--- config.mk ---
export PLATFORM = sky130hd
export DESIGN_NAME = capture_sequencer
export DESIGN_NICKNAME = d
export VERILOG_FILES = /design/src/rtl/capture_sequencer.sv
export SDC_FILE = /design/constraint.sdc
export NUM_CORES = 1
export LEC_CHECK = 0
export ABC_CLOCK_PERIOD_IN_PS = 4100
export CORE_AREA = 3 3 91 93
export CTS_CLUSTER_DIAMETER = 150
export DETAILED_ROUTE_END_ITERATION = 10
export DIE_AREA = 0 0 94 96
export PLACE_DENSITY = 0.76
export SLEW_MARGIN = 20
export SYNTH_ARGS = -nofsm -noshare
export SYNTH_HDL_FRONTEND = slang
export SYNTH_SLANG_ARGS = --single-unit
export TNS_END_PERCENT = 20
--- constraint.sdc ---
create_clock -name clock -period 4.1 [get_ports clock]
set_input_delay 0.82 -clock clock [delete_from_list [all_inputs] [get_ports clock]]
set_output_delay 0.82 -clock clock [all_outputs]
set_load 0.01 [all_outputs]
--- src/rtl/capture_sequencer.sv ---
// capture_sequencer
// Sequences one triggered acquisition between the ADC sample bus and the
// sample FIFO: pre-trigger fill, trigger search with a sliding pre-trigger
// window, post-trigger fill, then a readout grant held until the FIFO drains.
// Every output is a flop in the clock domain.
module capture_sequencer #(
    parameter int DEPTH_W = 11,
    parameter int ADC_W   = 8
) (
    input  logic               clock,
    input  logic               reset,
    input  logic               arm,
    input  logic               abort,
    input  logic [ADC_W-1:0]   adc_data,
    input  logic [ADC_W-1:0]   trig_level,
    input  logic               trig_rising,
    input  logic [DEPTH_W-1:0] pre_count,
    input  logic [DEPTH_W-1:0] post_count,
    input  logic               fifo_full,
    input  logic               fifo_empty,
    output logic               fifo_wrck,
    output logic               fifo_drop,
    output logic [ADC_W-1:0]   fifo_wdata,
    output logic               fifo_rden,
    output logic               busy,
    output logic               triggered,
    output logic               overflow,
    output logic [DEPTH_W-1:0] sample_count
);

    typedef enum logic [2:0] {
        IDLE = 3'd0,
        PRE  = 3'd1,
        WAIT = 3'd2,
        POST = 3'd3,
        READ = 3'd4
    } state_t;

    localparam logic [DEPTH_W-1:0] CNT_MAX = '1;
    localparam logic [DEPTH_W-1:0] CNT_ONE = DEPTH_W'(1);

    state_t             state_q, state_d;

    // acquisition settings captured at arm time
    logic [DEPTH_W-1:0] pre_q, pre_d;
    logic [DEPTH_W-1:0] post_q, post_d;
    logic [ADC_W-1:0]   lvl_q, lvl_d;
    logic               rise_q, rise_d;

    // previous sample for edge detection, and whether it belongs to WAIT
    logic [ADC_W-1:0]   prev_q;
    logic               prev_vld_q, prev_vld_d;

    logic               wrck_q, wrck_d;
    logic               drop_q, drop_d;
    logic [ADC_W-1:0]   wdata_q, wdata_d;
    logic               rden_q, rden_d;
    logic               busy_q, busy_d;
    logic               trig_q, trig_d;
    logic               ovf_q, ovf_d;
    logic [DEPTH_W-1:0] cnt_q, cnt_d;

    logic [DEPTH_W-1:0] cnt_inc;
    logic               edge_hit;
    logic               trig_hit;

    // Saturating increment of the per-phase write counter.
    always_comb begin
        cnt_inc = (cnt_q == CNT_MAX) ? cnt_q : cnt_q + CNT_ONE;
    end

    // Edge detection against the latched level; the first WAIT cycle is
    // excluded because prev still holds a PRE-phase sample.
    always_comb begin
        if (rise_q) begin
            edge_hit = (prev_q < lvl_q) && (adc_data >= lvl_q);
        end else begin
            edge_hit = (prev_q >= lvl_q) && (adc_data < lvl_q);
        end
        trig_hit = prev_vld_q && edge_hit;
    end

    // Next-state and registered-output logic for the acquisition FSM.
    always_comb begin
        state_d    = state_q;
        pre_d      = pre_q;
        post_d     = post_q;
        lvl_d      = lvl_q;
        rise_d     = rise_q;
        wrck_d     = 1'b0;
        drop_d     = 1'b0;
        wdata_d    = wdata_q;
        cnt_d      = cnt_q;
        ovf_d      = ovf_q;
        trig_d     = trig_q;
        prev_vld_d = (state_q == WAIT);

        if (abort) begin
            // abort beats arm and every phase; overflow and count are kept
            state_d = IDLE;
        end else begin
            case (state_q)
                IDLE: begin
                    if (arm) begin
                        state_d = PRE;
                        cnt_d   = '0;
                        ovf_d   = 1'b0;
                        pre_d   = pre_count;
                        post_d  = (post_count == '0) ? CNT_ONE : post_count;
                        lvl_d   = trig_level;
                        rise_d  = trig_rising;
                    end
                end
                PRE: begin
                    if (cnt_q >= pre_q) begin
                        state_d = WAIT;
                    end else if (fifo_full) begin
                        ovf_d   = 1'b1;
                        state_d = READ;
                    end else begin
                        wrck_d  = 1'b1;
                        wdata_d = adc_data;
                        cnt_d   = cnt_inc;
                    end
                end
                WAIT: begin
                    if (trig_hit) begin
                        // trigger sample is post sample 1 and is kept
                        wrck_d  = 1'b1;
                        wdata_d = adc_data;
                        trig_d  = 1'b1;
                        cnt_d   = CNT_ONE;
                        state_d = POST;
                    end else if (pre_q != '0) begin
                        // slide the window: add newest, discard oldest
                        wrck_d  = 1'b1;
                        drop_d  = 1'b1;
                        wdata_d = adc_data;
                    end
                end
                POST: begin
                    if (cnt_q >= post_q) begin
                        state_d = READ;
                    end else if (fifo_full) begin
                        ovf_d   = 1'b1;
                        state_d = READ;
                    end else begin
                        wrck_d  = 1'b1;
                        wdata_d = adc_data;
                        cnt_d   = cnt_inc;
                    end
                end
                READ: begin
                    if (fifo_empty) begin
                        state_d = IDLE;
                    end
                end
                default: begin
                    state_d = IDLE;
                end
            endcase
        end

        if (state_d == IDLE) begin
            trig_d = 1'b0;
        end
        rden_d = (state_d == READ);
        busy_d = (state_d != IDLE);
    end

    // State and output registers with synchronous reset.
    always_ff @(posedge clock) begin
        if (reset) begin
            state_q    <= IDLE;
            pre_q      <= '0;
            post_q     <= '0;
            lvl_q      <= '0;
            rise_q     <= 1'b0;
            prev_q     <= '0;
            prev_vld_q <= 1'b0;
            wrck_q     <= 1'b0;
            drop_q     <= 1'b0;
            wdata_q    <= '0;
            rden_q     <= 1'b0;
            busy_q     <= 1'b0;
            trig_q     <= 1'b0;
            ovf_q      <= 1'b0;
            cnt_q      <= '0;
        end else begin
            state_q    <= state_d;
            pre_q      <= pre_d;
            post_q     <= post_d;
            lvl_q      <= lvl_d;
            rise_q     <= rise_d;
            prev_q     <= adc_data;
            prev_vld_q <= prev_vld_d;
            wrck_q     <= wrck_d;
            drop_q     <= drop_d;
            wdata_q    <= wdata_d;
            rden_q     <= rden_d;
            busy_q     <= busy_d;
            trig_q     <= trig_d;
            ovf_q      <= ovf_d;
            cnt_q      <= cnt_d;
        end
    end

    assign fifo_wrck    = wrck_q;
    assign fifo_drop    = drop_q;
    assign fifo_wdata   = wdata_q;
    assign fifo_rden    = rden_q;
    assign busy         = busy_q;
    assign triggered    = trig_q;
    assign overflow     = ovf_q;
    assign sample_count = cnt_q;

endmodule

==> metrics <==
status finished, final reports clean; maxcap violations 0; vias in the first global route 3221; final worst path period share 0.755; syn avg cell area 8.28 um^2; Die ar. ~9000 um^2; Synth top cells by count nand2_1, dfxtp_1, a21oi_1; drt first pass iters 4; first-pass GRT wire length 15.0 mm; Inserted Clock Buffers 9; async set or reset register ratio after synthesis 0; Worst Skew 0.00905 ns; Crit path required time 4.32 ns; fillcell total 656; Total GRT Usage 0.211; CTS tree yes; H-tree depth 3; Tot Pwr about 1.6 mW; Min-Delay Path Depth 2; Slew HR 0.560; RePlAce Congestion between 0.8 and 0.9; CTS resizes 0; crit path kind input pin to flip-flop; Syn Inst Count roughly 450; crit path DAT between 3 and 4 ns; Hold Violations, Final 0; 1st-iter DRT viols 303; fin crit period between 3 and 4 ns; Post-CTS Hold Buffers 0; DRC viols 0; Fmax achieved between 300 and 400 MHz; Crit Path Max Fanout 9; Area growth syn-to-layout 27.1%; Setup crit start kind input pin; unique cell type count in the Yosys netlist 55; register bit total from synthesis 68; drt via density about 5.5; RSZ-0062 raised after global routing false; Setup TNS 0 ns; Most used DFF post-synth dfxtp_1; GRT overflow 0; # setup viols final 0; EDFF count, synth 0; HP Class flip-flop to flip-flop; # IOs 70; Slew Limit Fails 0; detail-routed net length per standard cell around 15 um; CTS Root Cell clkbuf_8; Die Wd 94 um; Storage cell area between 1000 and 1500 um^2; initial antenna violation count 0; nets 605; antenna cells 0; Least-Margin Pin Slew roughly 0.65 ns; syn nets 538; sequential-to-total area share from yosys stat 0.362; count leader, synth nand2_1; wirelength, routed 9.19 mm; largest net degree at the start of global routing 52; clk sinks 68; hpwl dp 6.82 mm; VDD IR max 0.000244 V; vias 3433; synth warn 0; worst skew pair latency 0.33 ns; antenna viol nets, final 0; PD cells 342 nW/um^2; CP Capture Type flip-flop; clock buffer depth 2; Post-CTS Setup Bufs 0; post-synth top area cell dfxtp_1; fin cells 628; post-synth top area share 0.362; Leak Pwr 1.88 nW; Port Buffers 69; Cell Count Post-Placement 612; synthesized area 3760 um^2; core area 7610 um^2; layout cells sized above 1 0.0798; Multi-input gate area ~2200 um^2; Starting Density 0.494; Reg2Reg Depth 8; Die H between 90 and 100 um; Synth area leaders dfxtp_1, ha_1, nand2_1; Clk pin slew, worst setup/hold paths 0.07 ns; num rows 32
critical path, cell delays in order:
cell and delay [ns]:
clkdlybuf4s50_1 0.45, inv_1 0.05, ha_1 0.28, nand2b_1 0.14, a2111o_1 0.40, a21oi_1 0.24
nor4_1 0.09, nor3_1 0.34, a21oi_4 0.18, mux2_2 0.32
kinds of logic after synthesis:
family	count (synthesis)	synth area share
simple gates	170	0.224
fa+ha+maj	39	0.130
flops	68	0.362
mux	8	0.0240
compound gates	116	0.199
buf+inv	53	0.0603
sequential cells by signal, summed over array words and instances, names as in the netlist, 3 cells and up:
register and count:
state_q 3, lvl_q 8, prev_q 8, post_q 11, fifo_wdata 8, sample_count 11, pre_q 11
routing by layer:
metal  up-vias  routed length [um]  global-route usage
met3        12                 342              0.0305
met1      1602                4400               0.282
met2        84                4320               0.348
met5         -                   0                   0
li1       1735                   -                   -
met4         0                 123              0.0710
power breakdown:
group	internal, mW	switching, mW	total [mW]
Combinational	0.102	0.115	0.216
Sequential	0.682	0.0137	0.695
Clock	0.465	0.257	0.721
Total	1.25	0.385	1.63
layout make-up:
cell class,count,share of cell area
multi-input cells,333,0.455
inverters,37,0.0291
well taps,102,0.0267
flip-flops and latches,68,0.285
clock buffers,9,0.0259
repair buffers,72,0.149
clock inverters,7,0.0291
stage by stage:
stage               utilization  instance area, um^2  setup WS (ns)  hold WS (ns)
finish                    0.628                 4780           1.01         0.455
global route              0.628                 4780          0.905         0.475
CTS                       0.628                 4780           1.04         0.457
detailed placement        0.593                 4510          0.693         0.447
global placement          0.593                 4510          0.756         0.445
floorplan                     -                 3760           1.38         0.436
layout by cell type, fill, tap and decap left out, types with 7 or more instances in the layout:
cell type / Yosys / layout
dfxtp_1: 68 / 68
inv_1: 37 / 37
a21oi_1: 44 / 44
nor2b_1: 11 / 11
o311ai_1: 7 / 7
mux2_2: 8 / 8
o21ai_0: 19 / 19
ha_1: 39 / 39
nand2b_1: 7 / 7
a21o_1: 7 / 7
nor4_1: 9 / 9
nand2_1: 73 / 73
clkbuf_8: 0 / 9
clkdlybuf4s50_1: 0 / 69
nor2_1: 24 / 23
path summary, 6_finish.rpt:
check | from | end | slack (ns)
setup reg to reg | sample_count[6] | sample_count[9] | 1.14
hold / removal | lvl_q[7] | lvl_q[7] | 0.46
hold reg to reg | lvl_q[7] | lvl_q[7] | 0.46
setup / recovery | adc_data[0] | fifo_wdata[4] | 1.01
Note: power is estimated with default switching activity, not from simulation.
==> variant 1, RTL diff (same flow settings) <==
`wdata_q` no longer has a reset.
--- a/src/rtl/capture_sequencer.sv
+++ b/src/rtl/capture_sequencer.sv
@@ -182,3 +182,2 @@
             drop_q     <= 1'b0;
-            wdata_q    <= '0;
             rden_q     <= 1'b0;
@@ -198,3 +197,2 @@
             drop_q     <= drop_d;
-            wdata_q    <= wdata_d;
             rden_q     <= rden_d;
@@ -205,2 +203,6 @@
         end
+    end
+
+    always_ff @(posedge clock) begin
+        wdata_q <= wdata_d;
     end
Check against the original RTL: differs if reset is asserted again (counterexample within 4 cycles, from zero or initial values and one cycle with reset high); with reset held inactive, the same outputs for 4 cycles.
==> variant 1 against the original RTL <==
- synthesized area decreased by 3.6%
- critical path depth stayed put
- die area did not move
- critical endpoint is now fifo_wdata[3]
- largest power group is now registers
- fmax fell by 5.3%
- combinational power fell by 2%
- clock skew rose by 0.0016 ns
- core utilization is 2.1 points lower
- total power decreased by 6.4%
- largest cell class unchanged
- non-clock buffer count stayed put
- sequential cell count is the same
- design area is 3.3% lower
- setup slack worse by 0.17 ns
- via count decreased by 2.8%
- routed wire length fell by 2.2%
==> variant 1: results <==
{
  "grtUsageTotal_pct": 20.7,
  "met2_usage_pct": 33.8,
  "synth_edf_count": 8,
  "use_met3_pct": 2.97,
  "yosysSeqAreaShare_pct": 39.8,
  "ff2ff_path_depth": 9,
  "post-place-ws_ns": 0.491,
  "grt_start_max_net_pins": 46,
  "gp_congestion": 0.897,
  "path_max_fanout": 8,
  "m1WireLength_um": 4140,
  "wl_met3_um": 425,
  "fin_skew_ns": 0.0107,
  "dr_wl_met2_um": 4230,
  "rr_startpoint": "sample_count[0]",
  "gr-usage-met1_pct": 27.4,
  "cp.arrival_ns": 3.32,
  "status": "finished, final reports clean",
  "worst_pin_slew_ns": 0.677,
  "worst_hold_slack_ns": 0.458,
  "min_to": "lvl_q[3]",
  "synth_cell_types": 51,
  "first_iter_violations": 143,
  "dr_total_vias": 3338,
  "worstReg2RegEnd": "triggered",
  "avgRoutedWirePerCell_um": 14.7,
  "r2r_slack_ns": 1.21,
  "syn-num-nets": 520,
  "synthTopCellsByCount": "nand2_1 (79), dfxtp_1 (60), a21oi_1 (48)",
  "fill_cells": 687,
  "power_leakage_uw": 0.00171
}
## variant 1: cell type report
cell class                 instances  share of cell area [%]
clock buffer                       9                    2.68
sequential                        68                    31.2
clock inverter                     7                    1.95
multi-input combinational        312                    42.6
inverter                          42                    3.41
tap                              102                    2.76
timing repair buffer              72                    15.4
## variant 1: power breakdown
part / switching, µW / total [µW] / internal [µW] / leakage, µW
registers: 14.6 / 711 / 696 / 0.000562
clock network: 266 / 606 / 340 / 0.000107
logic: 111 / 212 / 101 / 0.00104
## variant 1: worst max-delay path by stage
stage / endpoint / slack, ns / depth (start not counted)
final: fifo_wdata[3] / 0.83 / 10
after global routing: fifo_wdata[3] / 0.62 / 10
after CTS: fifo_wdata[3] / 0.85 / 10
after detailed placement: fifo_wdata[4] / 0.49 / 10
after global placement: fifo_wdata[4] / 0.56 / 10
after floorplan: fifo_wdata[0] / 0.85 / 8
## variant 1: worst max-delay path, cell delays in order
cell and delay [ns]:
clkdlybuf4s50_1 0.43, ha_1 0.31, nor2b_1 0.13, o211ai_1 0.16, a21oi_1 0.08, a2111oi_0 0.52
or2_2 0.25, a31oi_1 0.11, a211oi_1 0.28, buf_4 0.23
## variant 1: cell families after synthesis
family,Yosys count,share of synthesized area (%)
AO/OA/AOI/OAI,99,17.0
flip-flops,68,39.8
adder cells (fa/ha/maj),39,13.5
AND/OR/NAND/NOR,173,23.4
buffers and inverters,56,6.04
multiplexers,1,0.311
## variant 1: through the flow
stage                     instance area, µm²  power, µW  std cells
after floorplan                         3620        847        436
after global placement                  4410        928        596
after detailed placement                4410        935        596
after CTS                               4620       1530        612
after global routing                    4620       1590        612
final                                   4620       1530        612
==> variant 2, RTL diff (same flow settings) <==
Without the edit above. Change the parameter `ADC_W` from 8 to 9.
--- a/src/rtl/capture_sequencer.sv
+++ b/src/rtl/capture_sequencer.sv
@@ -7,3 +7,3 @@
     parameter int DEPTH_W = 11,
-    parameter int ADC_W   = 8
+    parameter int ADC_W   = 9
 ) (
Ports: changed (resized adc_data, fifo_wdata and trig_level); port bits go from 70 to 73. The function was not compared with the original's and may differ.
==> variant 2 against the original RTL <==
- first-iteration DRC count is 47% lower
- synthesized area is 4.7% higher
- count of clock-buffer cells in the layout is 1 higher
- sequential cell count is 3 higher
- register-to-register slack worse by 0.10 ns
- cell count is 1.9% higher
- setup slack worse by 0.30 ns
- core utilization is 1.5 points higher
- clock skew is 0.0017 ns higher
- non-clock buffer count is 4 higher
- routed wire length is 7.0% higher
- design area is 2.4% higher
- total power is 9.0% lower
- critical path type unchanged
- critical endpoint is now sample_count[10]
- largest cell class unchanged
==> variant 2: results <==
{
  "post-place-ws_ns": 0.430,
  "r2r_slack_ns": 1.04,
  "slowest_stage": "clkdlybuf4s50_1",
  "finalWirelength_um": 9830,
  "synth_cell_types": 52,
  "cp-startpoint": "adc_data[4]",
  "status": "finished, final reports clean",
  "grt_start_max_net_pins": 34,
  "power_leakage_uw": 0.00187,
  "grtUsageTotal_pct": 22.4,
  "max_stage_delay_ns": 0.43,
  "worst_hold_slack_ns": 0.459,
  "via_per_inst": 5.60,
  "cp-endpoint": "sample_count[10]",
  "drive_above_1_share_pct": 8.55,
  "io_buffer_count": 72,
  "synth_compound_area_share_pct": 18.6,
  "synth-adder-area-share_pct": 13.0,
  "syn-num-nets": 558,
  "first_pass_iters": 5,
  "synthTopCellsByArea": "dfxtp_1 (36%), ha_1 (13%), nand2_1 (7.4%)",
  "layoutNonFillerInstCount": 640,
  "min_to": "post_q[1]",
  "worstReg2RegEnd": "fifo_wdata[7]",
  "gp_congestion": 0.936,
  "fmax_mhz": 294,
  "path_max_fanout": 12,
  "first_iter_violations": 161,
  "ff2ff_path_depth": 10,
  "yosysSeqAreaShare_pct": 36.1,
  "place_area_um2": 4710,
  "syn_area_per_cell_um2": 8.37,
  "grt_pass1_vias": 3373,
  "cp.arrival_ns": 3.62,
  "hold_start": "post_q[1]",
  "muxShareOfSynthArea_pct": 3.44,
  "synthTopCellsByCount": "nand2_1 (78), dfxtp_1 (71), a21oi_1 (43)"
}
variant 2: power by group:
group | internal [µW] | leakage (µW) | switching, µW | total [µW]
logic | 119 | 0.00120 | 130 | 249
registers | 715 | 0.000579 | 17.1 | 732
clock network | 238 | 0.0000926 | 267 | 505
variant 2: area by class of cell:
type	instances	area (µm²)
Inverter	41	154
Multi-Input combinational cell	334	2260
Timing Repair Buffer	76	746
Tap cell	102	128
Sequential cell	71	1420
Clock buffer	10	138
Clock inverter	6	43.8
Fill cell	680	2720
variant 2: routing by layer:
metal  GRT usage, %  part of all wire, %  up-vias
met1           29.4                   45     1657
met3           4.30                  7.0       14
met4           9.63                  1.8        0
met2           36.1                   46      147
met5              0                    0        -
li1               -                    -     1768
variant 2: tightest hold or removal path: stages, from the launching register on:
cell and delay [ns]:
dfxtp_1 0.31, nand2_1 0.05, a21oi_1 0.05
